--- src/rtl/id_ex_pipeline_register_if.sv ---
// ID/EX boundary bus: the ID-side control/data bundle, the stage
// handshake (LE/FLUSH), and the registered EX-side copies.
interface id_ex_pipeline_register_if #(
  parameter int DATA_W = 32,
  parameter int CNT_W  = 8
);

  // stage handshake
  logic              LE;
  logic              FLUSH;

  // ID-side bundle
  logic              ID_VALID;
  logic [3:0]        ID_ALU_OP;
  logic              ID_LOAD_INSTR;
  logic              ID_RF_ENABLE;
  logic              ID_HI_ENABLE;
  logic              ID_LO_ENABLE;
  logic              ID_PC_PLUS8_INSTR;
  logic              ID_UB_INSTR;
  logic              ID_JALR_JR_INSTR;
  logic              ID_MEM_ENABLE;
  logic              ID_MEM_READWRITE;
  logic              ID_MEM_SIGNE;
  logic [2:0]        ID_OP_H_S;
  logic [1:0]        ID_MEM_SIZE;
  logic [4:0]        ID_DEST_REG;
  logic [DATA_W-1:0] ID_PA;
  logic [DATA_W-1:0] ID_PB;
  logic [DATA_W-1:0] ID_PC8;
  logic [15:0]       ID_IMM16;

  // EX-side registered bundle
  logic              EX_VALID;
  logic [3:0]        EX_ALU_OP;
  logic              EX_LOAD_INSTR;
  logic              EX_RF_ENABLE;
  logic              EX_HI_ENABLE;
  logic              EX_LO_ENABLE;
  logic              EX_PC_PLUS8_INSTR;
  logic              EX_UB_INSTR;
  logic              EX_JALR_JR_INSTR;
  logic              EX_MEM_ENABLE;
  logic              EX_MEM_READWRITE;
  logic              EX_MEM_SIGNE;
  logic [2:0]        EX_OP_H_S;
  logic [1:0]        EX_MEM_SIZE;
  logic [4:0]        EX_DEST_REG;
  logic [DATA_W-1:0] EX_PA;
  logic [DATA_W-1:0] EX_PB;
  logic [DATA_W-1:0] EX_PC8;
  logic [15:0]       EX_IMM16;
  logic [CNT_W-1:0]  BUBBLE_CNT;

  // ID stage / hazard unit side
  modport master (
    output LE, FLUSH,
    output ID_VALID, ID_ALU_OP, ID_LOAD_INSTR, ID_RF_ENABLE, ID_HI_ENABLE,
           ID_LO_ENABLE, ID_PC_PLUS8_INSTR, ID_UB_INSTR, ID_JALR_JR_INSTR,
           ID_MEM_ENABLE, ID_MEM_READWRITE, ID_MEM_SIGNE, ID_OP_H_S,
           ID_MEM_SIZE, ID_DEST_REG, ID_PA, ID_PB, ID_PC8, ID_IMM16,
    input  EX_VALID, EX_ALU_OP, EX_LOAD_INSTR, EX_RF_ENABLE, EX_HI_ENABLE,
           EX_LO_ENABLE, EX_PC_PLUS8_INSTR, EX_UB_INSTR, EX_JALR_JR_INSTR,
           EX_MEM_ENABLE, EX_MEM_READWRITE, EX_MEM_SIGNE, EX_OP_H_S,
           EX_MEM_SIZE, EX_DEST_REG, EX_PA, EX_PB, EX_PC8, EX_IMM16,
           BUBBLE_CNT
  );

  // pipeline register side
  modport slave (
    input  LE, FLUSH,
    input  ID_VALID, ID_ALU_OP, ID_LOAD_INSTR, ID_RF_ENABLE, ID_HI_ENABLE,
           ID_LO_ENABLE, ID_PC_PLUS8_INSTR, ID_UB_INSTR, ID_JALR_JR_INSTR,
           ID_MEM_ENABLE, ID_MEM_READWRITE, ID_MEM_SIGNE, ID_OP_H_S,
           ID_MEM_SIZE, ID_DEST_REG, ID_PA, ID_PB, ID_PC8, ID_IMM16,
    output EX_VALID, EX_ALU_OP, EX_LOAD_INSTR, EX_RF_ENABLE, EX_HI_ENABLE,
           EX_LO_ENABLE, EX_PC_PLUS8_INSTR, EX_UB_INSTR, EX_JALR_JR_INSTR,
           EX_MEM_ENABLE, EX_MEM_READWRITE, EX_MEM_SIGNE, EX_OP_H_S,
           EX_MEM_SIZE, EX_DEST_REG, EX_PA, EX_PB, EX_PC8, EX_IMM16,
           BUBBLE_CNT
  );

endinterface

--- src/rtl/id_ex_pipeline_register.sv ---
// ID/EX pipeline boundary register. Captures the hazard-gated control
// bundle and operand data once per cycle, supports stall (hold), flush
// (bubble insert), suppresses register-file writes to R0, and counts
// inserted bubbles in a saturating debug counter.
module id_ex_pipeline_register #(
  parameter int DATA_W = 32,
  parameter int CNT_W  = 8
) (
  input  logic                          clk,
  input  logic                          rst_n,
  id_ex_pipeline_register_if.slave      bus
);

  logic              r_valid;
  logic [3:0]        r_aluOp;
  logic              r_loadInstr;
  logic              r_rfEnable;
  logic              r_hiEnable;
  logic              r_loEnable;
  logic              r_pcPlus8Instr;
  logic              r_ubInstr;
  logic              r_jalrJrInstr;
  logic              r_memEnable;
  logic              r_memReadWrite;
  logic              r_memSigne;
  logic [2:0]        r_opHS;
  logic [1:0]        r_memSize;
  logic [4:0]        r_destReg;
  logic [DATA_W-1:0] r_pa;
  logic [DATA_W-1:0] r_pb;
  logic [DATA_W-1:0] r_pc8;
  logic [15:0]       r_imm16;
  logic [CNT_W-1:0]  r_bubbleCnt;

  logic              w_rfEnableGated;
  logic              w_cntSaturated;

  // A write to R0 is architecturally a no-op, so drop the write enable here
  // rather than letting EX/MEM/WB carry a pointless write downstream.
  assign w_rfEnableGated = bus.ID_RF_ENABLE & (bus.ID_DEST_REG != 5'd0);
  assign w_cntSaturated  = (r_bubbleCnt == {CNT_W{1'b1}});

  // Control bundle: flush forces a NOP, load captures, otherwise hold.
  always_ff @(posedge clk or negedge rst_n) begin
    if (!rst_n) begin
      r_valid        <= 1'b0;
      r_aluOp        <= 4'd0;
      r_loadInstr    <= 1'b0;
      r_rfEnable     <= 1'b0;
      r_hiEnable     <= 1'b0;
      r_loEnable     <= 1'b0;
      r_pcPlus8Instr <= 1'b0;
      r_ubInstr      <= 1'b0;
      r_jalrJrInstr  <= 1'b0;
      r_memEnable    <= 1'b0;
      r_memReadWrite <= 1'b0;
      r_memSigne     <= 1'b0;
      r_opHS         <= 3'd0;
      r_memSize      <= 2'd0;
      r_destReg      <= 5'd0;
    end else if (bus.FLUSH) begin
      r_valid        <= 1'b0;
      r_aluOp        <= 4'd0;
      r_loadInstr    <= 1'b0;
      r_rfEnable     <= 1'b0;
      r_hiEnable     <= 1'b0;
      r_loEnable     <= 1'b0;
      r_pcPlus8Instr <= 1'b0;
      r_ubInstr      <= 1'b0;
      r_jalrJrInstr  <= 1'b0;
      r_memEnable    <= 1'b0;
      r_memReadWrite <= 1'b0;
      r_memSigne     <= 1'b0;
      r_opHS         <= 3'd0;
      r_memSize      <= 2'd0;
      r_destReg      <= 5'd0;
    end else if (bus.LE) begin
      r_valid        <= bus.ID_VALID;
      r_aluOp        <= bus.ID_ALU_OP;
      r_loadInstr    <= bus.ID_LOAD_INSTR;
      r_rfEnable     <= w_rfEnableGated;
      r_hiEnable     <= bus.ID_HI_ENABLE;
      r_loEnable     <= bus.ID_LO_ENABLE;
      r_pcPlus8Instr <= bus.ID_PC_PLUS8_INSTR;
      r_ubInstr      <= bus.ID_UB_INSTR;
      r_jalrJrInstr  <= bus.ID_JALR_JR_INSTR;
      r_memEnable    <= bus.ID_MEM_ENABLE;
      r_memReadWrite <= bus.ID_MEM_READWRITE;
      r_memSigne     <= bus.ID_MEM_SIGNE;
      r_opHS         <= bus.ID_OP_H_S;
      r_memSize      <= bus.ID_MEM_SIZE;
      r_destReg      <= bus.ID_DEST_REG;
    end
  end

  // Operand data: cleared on flush so a bubble carries no stale operands.
  always_ff @(posedge clk or negedge rst_n) begin
    if (!rst_n) begin
      r_pa    <= '0;
      r_pb    <= '0;
      r_pc8   <= '0;
      r_imm16 <= 16'd0;
    end else if (bus.FLUSH) begin
      r_pa    <= '0;
      r_pb    <= '0;
      r_pc8   <= '0;
      r_imm16 <= 16'd0;
    end else if (bus.LE) begin
      r_pa    <= bus.ID_PA;
      r_pb    <= bus.ID_PB;
      r_pc8   <= bus.ID_PC8;
      r_imm16 <= bus.ID_IMM16;
    end
  end

  // Bubble counter: one step per flush cycle, sticks at all-ones.
  always_ff @(posedge clk or negedge rst_n) begin
    if (!rst_n) begin
      r_bubbleCnt <= '0;
    end else if (bus.FLUSH && !w_cntSaturated) begin
      r_bubbleCnt <= r_bubbleCnt + {{(CNT_W-1){1'b0}}, 1'b1};
    end
  end

  assign bus.EX_VALID          = r_valid;
  assign bus.EX_ALU_OP         = r_aluOp;
  assign bus.EX_LOAD_INSTR     = r_loadInstr;
  assign bus.EX_RF_ENABLE      = r_rfEnable;
  assign bus.EX_HI_ENABLE      = r_hiEnable;
  assign bus.EX_LO_ENABLE      = r_loEnable;
  assign bus.EX_PC_PLUS8_INSTR = r_pcPlus8Instr;
  assign bus.EX_UB_INSTR       = r_ubInstr;
  assign bus.EX_JALR_JR_INSTR  = r_jalrJrInstr;
  assign bus.EX_MEM_ENABLE     = r_memEnable;
  assign bus.EX_MEM_READWRITE  = r_memReadWrite;
  assign bus.EX_MEM_SIGNE      = r_memSigne;
  assign bus.EX_OP_H_S         = r_opHS;
  assign bus.EX_MEM_SIZE       = r_memSize;
  assign bus.EX_DEST_REG       = r_destReg;
  assign bus.EX_PA             = r_pa;
  assign bus.EX_PB             = r_pb;
  assign bus.EX_PC8            = r_pc8;
  assign bus.EX_IMM16          = r_imm16;
  assign bus.BUBBLE_CNT        = r_bubbleCnt;

endmodule

--- src/flat_wrapper.sv ---
// flat-port wrapper written by rule: the top's interface ports become plain ports
module id_ex_pipeline_register_flat 
#(
  parameter int DATA_W = 32,
  parameter int CNT_W  = 8
)
  (clk, rst_n, bus_LE, bus_FLUSH, bus_ID_VALID, bus_ID_ALU_OP, bus_ID_LOAD_INSTR, bus_ID_RF_ENABLE, bus_ID_HI_ENABLE, bus_ID_LO_ENABLE, bus_ID_PC_PLUS8_INSTR, bus_ID_UB_INSTR, bus_ID_JALR_JR_INSTR, bus_ID_MEM_ENABLE, bus_ID_MEM_READWRITE, bus_ID_MEM_SIGNE, bus_ID_OP_H_S, bus_ID_MEM_SIZE, bus_ID_DEST_REG, bus_ID_PA, bus_ID_PB, bus_ID_PC8, bus_ID_IMM16, bus_EX_VALID, bus_EX_ALU_OP, bus_EX_LOAD_INSTR, bus_EX_RF_ENABLE, bus_EX_HI_ENABLE, bus_EX_LO_ENABLE, bus_EX_PC_PLUS8_INSTR, bus_EX_UB_INSTR, bus_EX_JALR_JR_INSTR, bus_EX_MEM_ENABLE, bus_EX_MEM_READWRITE, bus_EX_MEM_SIGNE, bus_EX_OP_H_S, bus_EX_MEM_SIZE, bus_EX_DEST_REG, bus_EX_PA, bus_EX_PB, bus_EX_PC8, bus_EX_IMM16, bus_BUBBLE_CNT);
  id_ex_pipeline_register_if #(.DATA_W(DATA_W), .CNT_W(CNT_W)) bus_i ();
  input  logic clk;
  input  logic rst_n;
  input wire logic [$bits(bus_i.LE)-1:0] bus_LE;
  input wire logic [$bits(bus_i.FLUSH)-1:0] bus_FLUSH;
  input wire logic [$bits(bus_i.ID_VALID)-1:0] bus_ID_VALID;
  input wire logic [$bits(bus_i.ID_ALU_OP)-1:0] bus_ID_ALU_OP;
  input wire logic [$bits(bus_i.ID_LOAD_INSTR)-1:0] bus_ID_LOAD_INSTR;
  input wire logic [$bits(bus_i.ID_RF_ENABLE)-1:0] bus_ID_RF_ENABLE;
  input wire logic [$bits(bus_i.ID_HI_ENABLE)-1:0] bus_ID_HI_ENABLE;
  input wire logic [$bits(bus_i.ID_LO_ENABLE)-1:0] bus_ID_LO_ENABLE;
  input wire logic [$bits(bus_i.ID_PC_PLUS8_INSTR)-1:0] bus_ID_PC_PLUS8_INSTR;
  input wire logic [$bits(bus_i.ID_UB_INSTR)-1:0] bus_ID_UB_INSTR;
  input wire logic [$bits(bus_i.ID_JALR_JR_INSTR)-1:0] bus_ID_JALR_JR_INSTR;
  input wire logic [$bits(bus_i.ID_MEM_ENABLE)-1:0] bus_ID_MEM_ENABLE;
  input wire logic [$bits(bus_i.ID_MEM_READWRITE)-1:0] bus_ID_MEM_READWRITE;
  input wire logic [$bits(bus_i.ID_MEM_SIGNE)-1:0] bus_ID_MEM_SIGNE;
  input wire logic [$bits(bus_i.ID_OP_H_S)-1:0] bus_ID_OP_H_S;
  input wire logic [$bits(bus_i.ID_MEM_SIZE)-1:0] bus_ID_MEM_SIZE;
  input wire logic [$bits(bus_i.ID_DEST_REG)-1:0] bus_ID_DEST_REG;
  input wire logic [$bits(bus_i.ID_PA)-1:0] bus_ID_PA;
  input wire logic [$bits(bus_i.ID_PB)-1:0] bus_ID_PB;
  input wire logic [$bits(bus_i.ID_PC8)-1:0] bus_ID_PC8;
  input wire logic [$bits(bus_i.ID_IMM16)-1:0] bus_ID_IMM16;
  output wire logic [$bits(bus_i.EX_VALID)-1:0] bus_EX_VALID;
  output wire logic [$bits(bus_i.EX_ALU_OP)-1:0] bus_EX_ALU_OP;
  output wire logic [$bits(bus_i.EX_LOAD_INSTR)-1:0] bus_EX_LOAD_INSTR;
  output wire logic [$bits(bus_i.EX_RF_ENABLE)-1:0] bus_EX_RF_ENABLE;
  output wire logic [$bits(bus_i.EX_HI_ENABLE)-1:0] bus_EX_HI_ENABLE;
  output wire logic [$bits(bus_i.EX_LO_ENABLE)-1:0] bus_EX_LO_ENABLE;
  output wire logic [$bits(bus_i.EX_PC_PLUS8_INSTR)-1:0] bus_EX_PC_PLUS8_INSTR;
  output wire logic [$bits(bus_i.EX_UB_INSTR)-1:0] bus_EX_UB_INSTR;
  output wire logic [$bits(bus_i.EX_JALR_JR_INSTR)-1:0] bus_EX_JALR_JR_INSTR;
  output wire logic [$bits(bus_i.EX_MEM_ENABLE)-1:0] bus_EX_MEM_ENABLE;
  output wire logic [$bits(bus_i.EX_MEM_READWRITE)-1:0] bus_EX_MEM_READWRITE;
  output wire logic [$bits(bus_i.EX_MEM_SIGNE)-1:0] bus_EX_MEM_SIGNE;
  output wire logic [$bits(bus_i.EX_OP_H_S)-1:0] bus_EX_OP_H_S;
  output wire logic [$bits(bus_i.EX_MEM_SIZE)-1:0] bus_EX_MEM_SIZE;
  output wire logic [$bits(bus_i.EX_DEST_REG)-1:0] bus_EX_DEST_REG;
  output wire logic [$bits(bus_i.EX_PA)-1:0] bus_EX_PA;
  output wire logic [$bits(bus_i.EX_PB)-1:0] bus_EX_PB;
  output wire logic [$bits(bus_i.EX_PC8)-1:0] bus_EX_PC8;
  output wire logic [$bits(bus_i.EX_IMM16)-1:0] bus_EX_IMM16;
  output wire logic [$bits(bus_i.BUBBLE_CNT)-1:0] bus_BUBBLE_CNT;
  assign bus_i.LE = bus_LE;
  assign bus_i.FLUSH = bus_FLUSH;
  assign bus_i.ID_VALID = bus_ID_VALID;
  assign bus_i.ID_ALU_OP = bus_ID_ALU_OP;
  assign bus_i.ID_LOAD_INSTR = bus_ID_LOAD_INSTR;
  assign bus_i.ID_RF_ENABLE = bus_ID_RF_ENABLE;
  assign bus_i.ID_HI_ENABLE = bus_ID_HI_ENABLE;
  assign bus_i.ID_LO_ENABLE = bus_ID_LO_ENABLE;
  assign bus_i.ID_PC_PLUS8_INSTR = bus_ID_PC_PLUS8_INSTR;
  assign bus_i.ID_UB_INSTR = bus_ID_UB_INSTR;
  assign bus_i.ID_JALR_JR_INSTR = bus_ID_JALR_JR_INSTR;
  assign bus_i.ID_MEM_ENABLE = bus_ID_MEM_ENABLE;
  assign bus_i.ID_MEM_READWRITE = bus_ID_MEM_READWRITE;
  assign bus_i.ID_MEM_SIGNE = bus_ID_MEM_SIGNE;
  assign bus_i.ID_OP_H_S = bus_ID_OP_H_S;
  assign bus_i.ID_MEM_SIZE = bus_ID_MEM_SIZE;
  assign bus_i.ID_DEST_REG = bus_ID_DEST_REG;
  assign bus_i.ID_PA = bus_ID_PA;
  assign bus_i.ID_PB = bus_ID_PB;
  assign bus_i.ID_PC8 = bus_ID_PC8;
  assign bus_i.ID_IMM16 = bus_ID_IMM16;
  assign bus_EX_VALID = bus_i.EX_VALID;
  assign bus_EX_ALU_OP = bus_i.EX_ALU_OP;
  assign bus_EX_LOAD_INSTR = bus_i.EX_LOAD_INSTR;
  assign bus_EX_RF_ENABLE = bus_i.EX_RF_ENABLE;
  assign bus_EX_HI_ENABLE = bus_i.EX_HI_ENABLE;
  assign bus_EX_LO_ENABLE = bus_i.EX_LO_ENABLE;
  assign bus_EX_PC_PLUS8_INSTR = bus_i.EX_PC_PLUS8_INSTR;
  assign bus_EX_UB_INSTR = bus_i.EX_UB_INSTR;
  assign bus_EX_JALR_JR_INSTR = bus_i.EX_JALR_JR_INSTR;
  assign bus_EX_MEM_ENABLE = bus_i.EX_MEM_ENABLE;
  assign bus_EX_MEM_READWRITE = bus_i.EX_MEM_READWRITE;
  assign bus_EX_MEM_SIGNE = bus_i.EX_MEM_SIGNE;
  assign bus_EX_OP_H_S = bus_i.EX_OP_H_S;
  assign bus_EX_MEM_SIZE = bus_i.EX_MEM_SIZE;
  assign bus_EX_DEST_REG = bus_i.EX_DEST_REG;
  assign bus_EX_PA = bus_i.EX_PA;
  assign bus_EX_PB = bus_i.EX_PB;
  assign bus_EX_PC8 = bus_i.EX_PC8;
  assign bus_EX_IMM16 = bus_i.EX_IMM16;
  assign bus_BUBBLE_CNT = bus_i.BUBBLE_CNT;
  id_ex_pipeline_register #(.DATA_W(DATA_W), .CNT_W(CNT_W)) u_core (.clk(clk), .rst_n(rst_n), .bus(bus_i));
endmodule
--- config.mk ---
export PLATFORM = sky130hd
export DESIGN_NAME = id_ex_pipeline_register_flat
export DESIGN_NICKNAME = d
export VERILOG_FILES = /design/src/rtl/id_ex_pipeline_register_if.sv /design/src/rtl/id_ex_pipeline_register.sv /design/src/flat_wrapper.sv
export SDC_FILE = /design/constraint.sdc
export NUM_CORES = 1
export LEC_CHECK = 0
export ABC_CLOCK_PERIOD_IN_PS = 1750
export BUFFER_PORTS_ARGS = -buffer_cell sky130_fd_sc_hd__buf_2
export CORE_MARGIN = 1.5
export CORE_UTILIZATION = 48
export CTS_BUF_LIST = sky130_fd_sc_hd__clkbuf_2 sky130_fd_sc_hd__clkbuf_4 sky130_fd_sc_hd__clkbuf_8
export DETAILED_ROUTE_END_ITERATION = 16
export PLACE_DENSITY = 0.81
export SLEW_MARGIN = 10
export SYNTH_ARGS = -nofsm -noshare
export SYNTH_HDL_FRONTEND = slang
export SYNTH_SLANG_ARGS = --single-unit
--- constraint.sdc ---
create_clock -name clk -period 1.75 [get_ports clk]
set_input_delay 0.0875 -clock clk [delete_from_list [all_inputs] [get_ports clk]]
set_output_delay 0.0875 -clock clk [all_outputs]
set_load 0.005 [all_outputs]
==> impl_metrics.yaml, run 1 <==
pwr:
  p_sw_share_pct: 27.1
  total_power_w: 0.00812
  comb_power_share_pct: 18.3
  power.internal_w: 0.00592
  leakagePower_nw: 5.23
  ir_worst_vdd_mv: 0.646
  switchingPower_w: 0.00220
  p_seq_share_pct: 47.2
  clkPwrFrac_pct: 34.4
  power_density_mw_per_mm2: 864
synth:
  yosysSeqAreaShare_pct: 60.7
  syn_avg_cell_area_sq_um: 12.5
  synth_warnings: 0
  synth_seq_cells: 145
  syn_nets: 621
  ys_top_cells_by_area: "dfrtp_1 (61%), mux2i_1 (23%), nor2_1 (8.6%)"
  synth_edf_count: 0
  ys_types: 28
  yosysTopAreaCellShare_pct: 60.7
  ys_async_sr_fraction_pct: 100
  yosysTopAreaCell: "dfrtp_1"
  synth_flop_cell: "dfrtp_1"
  netlist_area_sq_mm: 0.00597
  postSynthCellCount: 479
sta:
  max-slew-margin-rel_pct: 65.2
  setup_viol: 0
  finalHoldViolCount: 0
  fin_crit_ns: 1.53
  drv_slew: 0
  setup_tns_ns: 0
  skew_ns: 0.00835
  rsz0062_at_grt: "no"
  fmax_mhz: 654
  worst_pin_slew_ns: 0.522
  fin_crit_sh_pct: 87.4
routing:
  drtIter0Drc: 336
  dr.pass1.iters: 7
  wl_mm: 20.1
  viasPerCell: 5.10
  num_vias: 5549
  drc: 0
  ant_nets: 0
  wire_per_inst_um: 18.5
clock_tree:
  cts_buffers: 17
  root_buffer: "clkbuf_8"
  cts_tree: "built"
  htree_num_levels: 4
  clock_path_buffers: 2
  clk_latency_ns: 0.44
  cts.reportedPaths.clkPinSlew_ns: 0.08
  cts_sinks: 145
run_status:
  status: "finished clean"
place:
  dp_hpwl_mm: 10.9
  postPlaceCellArea_sq_mm: 0.00759
  gp_congestion: 0.768
  port_buffers: 285
worst_setup_path:
  crit_start: "u_core.bus.BUBBLE_CNT[0]"
  cp_num_cells: 4
  cp-start-kind: "flop"
  reg2reg_to: "u_core.bus.BUBBLE_CNT[1]"
  critical-path-max-stage-delay_ns: 0.43
  endpoint_kind: "flop"
  r2r-start: "u_core.bus.BUBBLE_CNT[0]"
  cp.required_ns: 2.08
  ff2ff_path_depth: 4
  worst-path-buf-inv: 0
  arrival_ns: 1.86
  crit_family: "flip-flops"
  cp_cell_sequence: "ha_1 > nand3_1 > o21ai_2 > mux2_1"
  rrSetupSlack_ns: 0.22
  crit_path_top_delay_cell: "dfrtp_1"
  cp-endpoint: "u_core.bus.BUBBLE_CNT[1]"
  critical_path_class: "reg2reg"
  worstPathMaxFanout: 4
layout:
  seq_area_sq_mm: 0.00363
  final_nets: 1045
  drive_gt1_share_pct: 36.8
  final_cell_mix: "buf_2 (282), dfrtp_1 (145), dlygate4sd3_1 (138), nor2_1 (137), mux2i_1 (136)"
  area_delta_synth_final_pct: 57.3
  finish.instance_area_sq_mm: 0.00940
  multi_input_comb_area_sq_mm: 0.00210
  fillerInstances: 664
  final_common_cell: "buf_2"
floorplan:
  die_h_um: 115
  placementRows: 40
  dieArea_sq_mm: 0.0131
  core_sq_mm: 0.0121
  pin_count: 286
  dieWidth_um: 115
  initial_core_util_pct: 49.5
global_routing:
  overflow: 0
  grt_pass1_vias: 6021
  grt_max_degree: 115
  antenna_found_initial: 1
  grt_pass1_wl_mm: 30.7
  track_usage_pct: 31.1
flow_run:
  max_cap_violations: 0
worst_hold_path:
  min_path_type: "in2reg"
[kinds of logic after synthesis]
logic type | count (synthesis) | share of synthesized area (%)
adder cells (fa/ha/maj) | 1 | 0.209
AND/OR/NAND/NOR | 149 | 10.0
AO/OA/AOI/OAI | 8 | 1.05
flip-flops | 145 | 60.7
buffers and inverters | 33 | 4.04
multiplexers | 139 | 23.4
XOR/XNOR | 4 | 0.586
[synthesized netlist by cell type (all sizes together), types with 2 or more instances]
cell type,count
nor2,137
xor2,2
and3,2
o211ai,2
mux2i,136
mux2,3
nand2,3
a21oi,3
nand4,3
dfrtp,145
xnor2,2
clkbuf,9
buf,23
[worst reg2reg max path, stage by stage, from the launching register on]
cell	delay, ns
dfrtp_1	0.43
ha_1	0.24
nand3_1	0.18
o21ai_2	0.23
mux2_1	0.34
[what timing repair did]
action | CTS | global route
setup endpoints to repair | 0 | 1
hold buffers | 139 | 0
setup buffers | 0 | 0
resized for setup | 0 | 0
hold endpoints to repair | 282 | 0
[power by group through the flow]
stage	Clock (W)	Combinational (W)	Sequential, W
after floorplan	0	0.000536	0.00388
after global placement	0	0.00116	0.00385
after detailed placement	0	0.00119	0.00388
after CTS	0.00280	0.00144	0.00382
after global routing	0.00298	0.00161	0.00387
final	0.00280	0.00149	0.00384
[worst min-delay path by stage]
stage,to,start,slack (ns),cells after the start
final,u_core.bus.EX_PA[20],bus_FLUSH,0.04,2
after global routing,u_core.bus.EX_PB[26],bus_FLUSH,0.04,2
after CTS,u_core.bus.EX_PA[20],bus_FLUSH,0.009,2
after detailed placement,u_core.bus.EX_PA[9],rst_n,0.05,1
after global placement,u_core.bus.EX_PA[9],rst_n,0.04,1
after floorplan,u_core.bus.BUBBLE_CNT[0],rst_n,-0.21,0
[per-layer routing]
layer	part of all wire [%]	wire [um]	GRT usage [%]	vias to the layer above
li1	-	-	-	2449
met1	35	7100	32.3	2677
met2	52	10400	54.7	316
met3	7.3	1470	8.52	107
met4	5.6	1130	21.1	0
met5	0	0	0	-
[metrics by stage]
| stage | utilization [%] | hold slack, ns | instances | setup WS (ns) |
|---|---|---|---|---|
| final | 77.9 | 0.0360 | 1087 | 0.220 |
| after global routing | 77.9 | 0.0383 | 1085 | 0.131 |
| after CTS | 78.0 | 0.00866 | 1085 | 0.0521 |
| after detailed placement | 63.0 | 0.0482 | 914 | 0.238 |
| after global placement | 63.0 | 0.0419 | 914 | 0.350 |
| after floorplan | - | -0.208 | 479 | 0.372 |
[layout make-up]
class | instances | share of cell area, %
Antenna cell | 3 | 0.0799
Clock buffer | 22 | 3.02
Clock inverter | 10 | 1.42
Inverter | 1 | 0.0399
Multi-Input combinational cell | 301 | 22.4
Sequential cell | 145 | 38.6
Tap cell | 168 | 2.24
Timing Repair Buffer | 437 | 32.2
[registers in the layout (all words and copies together) (netlist names), 2 cells and up]
register and cells:
u_core.bus.EX_PA 32, u_core.bus.EX_OP_H_S 3, u_core.bus.EX_IMM16 16, u_core.bus.BUBBLE_CNT 8, u_core.bus.EX_MEM_SIZE 2, u_core.bus.EX_ALU_OP 4, u_core.bus.EX_PB 32, u_core.bus.EX_DEST_REG 5
u_core.bus.EX_PC8 32
No activity file was read; power rests on OpenSTA's default activity.
==> run 2: changes to the inputs <==
CORE_MARGIN = 5   (was 1.5)
CORE_UTILIZATION = 25   (was 48)
PLACE_DENSITY = 0.46   (was 0.81)
==> run 2 against run 1 <==
Net effect: register-to-register slack better by 0.05 ns; worst setup slack improved by 0.047 ns; via count decreased by 9.1%; non-clock buffer count down 4; critical path depth unchanged; clock skew up 0.0016 ns; combinational power is 4% lower; flip-flop and latch count unchanged; power up 3.7%; first-iteration DRC count is 34% lower; fmax rose by 3.1%; clock power rose by 14%; critical path type unchanged.
==> impl_metrics.yaml, run 2 (same netlist as run 1, synthesis figures left out) <==
layout:
  fillerInstances: 2276
  area_delta_synth_final_pct: 60.5
  final_nets: 1041
  multi_input_comb_area_sq_mm: 0.00210
  drive_gt1_share_pct: 36.4
  diodes: 0
  final_common_cell: "buf_2"
  final_cell_mix: "buf_2 (282), dfrtp_1 (145), dlygate4sd3_1 (139), nor2_1 (137), mux2i_1 (136)"
  seq_area_sq_mm: 0.00363
global_routing:
  grt_pass1_vias: 5552
  grt_busiest_layer: "met2"
  grtUsageMet3_pct: 4.24
  antenna_found_initial: 0
  track_usage_pct: 13.4
  met2_usage_pct: 22.5
  grt_pass1_wl_mm: 28.6
  grt_max_degree: 138
  grt_use_met1_pct: 16.0
  overflow: 0
place:
  port_buffers: 285
  dp_hpwl_mm: 11.7
  dp_worst_setup_slack_ns: 0.272
  gp_congestion: 0.738
floorplan:
  die_h_um: 165
  pin_count: 286
  dieArea_sq_mm: 0.0271
  initial_core_util_pct: 25.5
  placementRows: 56
  dieWidth_um: 165
  core_sq_mm: 0.0235
routing:
  wire_per_inst_um: 15.0
  drc: 0
  wl_mm: 18.5
  num_vias: 5042
  viasPerCell: 4.10
  drtIter0Drc: 221
  ant_nets: 0
  dr.pass1.iters: 4
worst_setup_path:
  r2r-start: "u_core.bus.BUBBLE_CNT[0]"
  critical-path-max-stage-delay_ns: 0.41
  cp.required_ns: 2.07
  endpoint_kind: "flop"
  cp-start-kind: "flop"
  crit_path_top_delay_cell: "dfrtp_1"
  arrival_ns: 1.80
  worstPathMaxFanout: 4
  crit_start: "u_core.bus.BUBBLE_CNT[0]"
  critical_path_class: "reg2reg"
  cp_cell_sequence: "ha_1 > nand3_1 > o21ai_2 > mux2_1"
pwr:
  power_density_mw_per_mm2: 878
  comb_power_share_pct: 17.0
  ir_worst_vdd_mv: 0.395
  clkPwrFrac_pct: 37.8
  power.internal_w: 0.00621
  switchingPower_w: 0.00221
  p_sw_share_pct: 26.3
  leakagePower_nw: 5.22
  p_seq_share_pct: 45.2
worst_hold_path:
  min_from: "bus_LE"
  min_path_type: "in2reg"
sta:
  fin_crit_sh_pct: 84.7
  max-slew-margin-rel_pct: 42.1
  fmax_mhz: 674
  drv_slew: 0
  setup_tns_ns: 0
  worst_pin_slew_ns: 0.869
  setup_viol: 0
  skew_ns: 0.0100
  finalHoldViolCount: 0
  rsz0062_at_grt: "no"
  layout_setup_ws_ns: 0.267
  holdWs_ns: 0.0987
  fin_crit_ns: 1.48
clock_tree:
  htree_num_levels: 4
  clk_latency_ns: 0.43
  ctsResizeCount: 0
  cts_buffers: 17
  cts_tree: "built"
  root_buffer: "clkbuf_8"
  cts_sinks: 145
  cts.reportedPaths.clkPinSlew_ns: 0.09
  clock_path_buffers: 2
  post-cts-setup-buffers: 0
run_status:
  status: "finished clean"
flow_run:
  max_cap_violations: 0
## run 2: changes by cell type in the layout (fill, tap and decap cells not counted), sizes merged
| cell | before | now |
|---|---|---|
| buf | 299 | 294 |
| dlygate4sd3 | 138 | 139 |
| clkbuf | 22 | 21 |
| inv | 1 | 4 |
| clkinv | 5 | 1 |
| bufinv | 3 | 5 |
| diode | 3 | 0 |
## run 2: routing by layer
metal	share of wire [%]	routed length, um
met1	42	7790
met2	48	8800
met3	8.0	1470
met4	2.2	408
met5	0	0
## run 2: final timing paths
check	endpoint	slack (ns)	cells after the start
setup / recovery	u_core.bus.BUBBLE_CNT[1]	0.27	4
hold / removal	u_core.bus.EX_PA[20]	0.1	3
setup reg to reg	u_core.bus.BUBBLE_CNT[1]	0.27	4
hold reg to reg	u_core.bus.EX_PC8[0]	0.52	2
max in group asynchronous	u_core.bus.EX_PB[8]	0.97	3
min in group asynchronous	u_core.bus.EX_LO_ENABLE	0.11	2
## run 2: through the flow
stage | power, W | instance area (sq um) | std cells | util [%]
CTS | 0.00861 | 9600 | 1232 | 40.9
global route | 0.00893 | 9590 | 1231 | 40.8
finish | 0.00842 | 9590 | 1231 | 40.8
floorplan | 0.00441 | 5970 | 479 | -
detailed placement | 0.00508 | 7720 | 1060 | 32.9
global placement | 0.00508 | 7720 | 1060 | 32.9
## run 2: repair_timing
item | CTS | global route
hold buffers | 140 | 0
setup endpoints to repair | 0 | 1
endpoints found under the hold margin | 285 | 0
## run 2: cell type report
| cell class | count | share of cell area (%) |
|---|---|---|
| Multi-Input combinational cell | 301 | 21.9 |
| Sequential cell | 145 | 37.8 |
| Inverter | 1 | 0.0391 |
| Tap cell | 319 | 4.16 |
| Timing Repair Buffer | 433 | 31.0 |
| Clock inverter | 11 | 2.09 |
| Clock buffer | 21 | 2.88 |
## run 2: power by group through the flow
stage	Sequential [W]	Combinational, W	Clock, W
floorplan	0.00388	0.000536	0
global placement	0.00386	0.00122	0
detailed placement	0.00386	0.00121	0
CTS	0.00380	0.00146	0.00334
global route	0.00385	0.00161	0.00347
finish	0.00380	0.00143	0.00319
## run 2: critical path, delay by kind of cell (launching register included)
family          cells  cell delay [ns]
compound gates      1             0.23
fa+ha+maj           1             0.23
flops               1             0.41
mux                 1             0.33
simple gates        1             0.18
==> run 3: changes to the inputs <==
ABC_AREA = 1   (was not set)
ABC_CLOCK_PERIOD_IN_PS = 1300   (was 1750)
PLACE_DENSITY = 0.48   (was 0.46)
clock period = 1.3 ns   (was 1.75 ns; I/O delays follow)
==> run 3 against run 2 <==
Net effect: first-iteration DRC count up 54%; area after synthesis down 2.4%; count of clock-buffer cells in the layout down 3; die area down 2.3%; critical endpoint is now u_core.bus.BUBBLE_CNT[5].
==> impl_metrics.yaml, run 3 <==
worst_setup_path:
  cp-start-kind: "flop"
  rrSetupSlack_ns: 0.08
  cp_num_cells: 8
  r2r-start: "u_core.bus.BUBBLE_CNT[1]"
  cp_cell_sequence: "ha_2 > nand2_2 > nor2_2 > nand2_2 > nand2_4 > inv_4 > nand2_1 > nand2_1"
  reg2reg_to: "u_core.bus.BUBBLE_CNT[5]"
  critical-path-max-stage-delay_ns: 0.36
  crit_path_top_delay_cell: "dfrtp_1"
  cp.required_ns: 1.62
  arrival_ns: 1.55
  worstPathMaxFanout: 5
  worst-path-buf-inv: 1
  critical_path_class: "reg2reg"
  endpoint_kind: "flop"
  crit_family: "simple AND/OR/NAND/NOR gates"
  ff2ff_path_depth: 8
synth:
  postSynthCellCount: 657
  yosysTopAreaCell: "dfrtp_1"
  synth_warnings: 0
  yosysTopAreaCellShare_pct: 62.2
  netlist_area_sq_mm: 0.00583
  synth_top_family_by_area: "simple AND/OR/NAND/NOR gates"
  ys_top_cells_by_area: "dfrtp_1 (62%), nand2_1 (19%), nand3_1 (12%)"
  synth_compound_area_share_pct: 0.687
  synth_most_common_cell: "nand2_1"
  ys_types: 17
  syn_nets: 799
  syn_avg_cell_area_sq_um: 8.87
  yosysSeqAreaShare_pct: 62.2
  synthMuxAreaShare_pct: 0
  synth_edf_count: 0
  synth_flop_cell: "dfrtp_1"
  synthAdderAreaFrac_pct: 0.215
  ys_async_sr_fraction_pct: 100
  synth-simple-area-share_pct: 32.1
  synth_seq_cells: 145
  synth.cells.most_frequent: "nand2_1 (292), dfrtp_1 (145), nand3_1 (142)"
  synth_xor_area_share_pct: 0.150
clock_tree:
  clock_path_buffers: 2
  cts_sinks: 145
  root_buffer: "clkbuf_8"
  cts_buffers: 17
  cts.reportedPaths.clkPinSlew_ns: 0.08
  clk_latency_ns: 0.42
  htree_num_levels: 4
  cts_tree: "built"
sta:
  max-slew-margin-rel_pct: 76.5
  skew_ns: 0.00121
  fin_crit_ns: 1.22
  setup_viol: 0
  layout_setup_ws_ns: 0.0759
  drv_slew: 0
  setup_tns_ns: 0
  worst_pin_slew_ns: 0.353
  finalHoldViolCount: 0
  fmax_mhz: 817
  rsz0062_at_grt: "yes"
  fin_crit_sh_pct: 94.2
routing:
  drc: 0
  num_vias: 5960
  wl_mm: 20.6
  drtIter0Drc: 341
  ant_nets: 0
  dr.pass1.iters: 6
  wire_per_inst_um: 14.8
  viasPerCell: 4.27
pwr:
  power_density_mw_per_mm2: 1120
  ir_worst_vdd_mv: 0.467
  total_power_w: 0.0106
  leakagePower_nw: 5.35
floorplan:
  placementRows: 55
  pin_count: 286
  dieWidth_um: 163
  dieArea_sq_mm: 0.0265
  die_h_um: 163
  initial_core_util_pct: 25.6
  core_sq_mm: 0.0228
global_routing:
  track_usage_pct: 15.3
  antenna_found_initial: 0
  grt_busiest_layer: "met2"
  overflow: 0
  grt_pass1_wl_mm: 32.8
  grtUsageMet3_pct: 3.97
  grt_use_met1_pct: 19.0
  grt_max_degree: 74
  grt_pass1_vias: 6325
  met2_usage_pct: 25.7
layout:
  final_nets: 1213
  diodes: 0
  final_common_cell: "nand2_1"
  finish.instance_area_sq_mm: 0.00949
  drive_gt1_share_pct: 31.9
  fillerInstances: 2263
  final_cell_mix: "nand2_1 (288), buf_2 (284), dfrtp_1 (145), nand3_1 (142), dlygate4sd3_1 (138)"
  area_delta_synth_final_pct: 62.7
  seq_area_sq_mm: 0.00363
  multi_input_comb_area_sq_mm: 0.00196
place:
  gp_congestion: 0.740
  dp_hpwl_mm: 13.0
  port_buffers: 285
  postPlaceCellArea_sq_mm: 0.00766
  dp_worst_setup_slack_ns: 0.00688
worst_hold_path:
  hold_end: "u_core.bus.BUBBLE_CNT[1]"
  min_path_type: "in2reg"
  hold_path_depth: 4
  min_from: "bus_FLUSH"
run_status:
  status: "finished clean"
flow_run:
  max_cap_violations: 0
==> run 3: changes by cell type after synthesis, sizes merged, moves of 10 or more <==
cell,delta
buf,+13
inv,+10
mux2i,-136
nand2,+291
nand3,+141
nor2,-128
==> run 3: worst min-delay path: cells and delay by family <==
family | cells | cell delay (ns)
buf+inv | 1 | 0.17
simple gates | 3 | 0.21
==> run 3: cells by family (layout without fill, tap and decap cells) <==
family                     count (synthesis)  after routing
DFF                                      145            145
adders and majority gates                  1              1
and+or+nand+nor                          447            447
xor gates and xnor gates                   1              1
AOI/OAI and AO/OA                          8              8
buffers and inverters                     55            481
==> run 3: how the worst max path moves through the flow <==
stage	startpoint	end	slack [ns]
floorplan	u_core.bus.BUBBLE_CNT[0]	u_core.bus.BUBBLE_CNT[5]	0.02
global placement	u_core.bus.BUBBLE_CNT[0]	u_core.bus.BUBBLE_CNT[5]	0.04
detailed placement	u_core.bus.BUBBLE_CNT[3]	u_core.bus.BUBBLE_CNT[5]	0.007
CTS	u_core.bus.BUBBLE_CNT[0]	u_core.bus.BUBBLE_CNT[4]	0.02
global route	u_core.bus.BUBBLE_CNT[1]	u_core.bus.BUBBLE_CNT[5]	-0.02
finish	u_core.bus.BUBBLE_CNT[1]	u_core.bus.BUBBLE_CNT[5]	0.08
==> run 3: report_power, final <==
part	switching, W	leakage [nW]	internal [W]
sequential	0.000203	1.92	0.00482
clock	0.00187	0.189	0.00178
combinational	0.000943	3.25	0.000952
==> run 3: metrics by stage <==
step | instances | hold WS, ns | utilization, %
after detailed placement | 1225 | -0.0154 | 33.6
after global routing | 1396 | 0.0293 | 41.6
after CTS | 1395 | 0.000571 | 41.5
final | 1396 | 0.0602 | 41.6
after floorplan | 657 | -0.231 | -
after global placement | 1225 | -0.0165 | 33.6
==> run 3: repair_timing <==
action	CTS	global route
resized for setup	1	9
pin swaps	0	5
buffers inserted	1	1
setup endpoints to repair	4	4
hold buffers	138	0
endpoints found under the hold margin	282	0
==> run 3: final cells by class <==
| type | count | area share [%] |
|---|---|---|
| clock buffers | 18 | 2.61 |
| multi-input cells | 457 | 20.7 |
| inverters | 11 | 0.514 |
| repair buffers | 439 | 32.2 |
| well taps | 313 | 4.13 |
| clock inverters | 13 | 1.60 |
| flip-flops and latches | 145 | 38.2 |
==> run 3: metal layers <==
metal | routed length [um] | share of wire (%) | up-vias
met5 | 0 | 0 | -
met4 | 418 | 2.0 | 0
met3 | 1450 | 7.0 | 31
met2 | 9850 | 48 | 225
met1 | 8880 | 43 | 2774
li1 | - | - | 2930
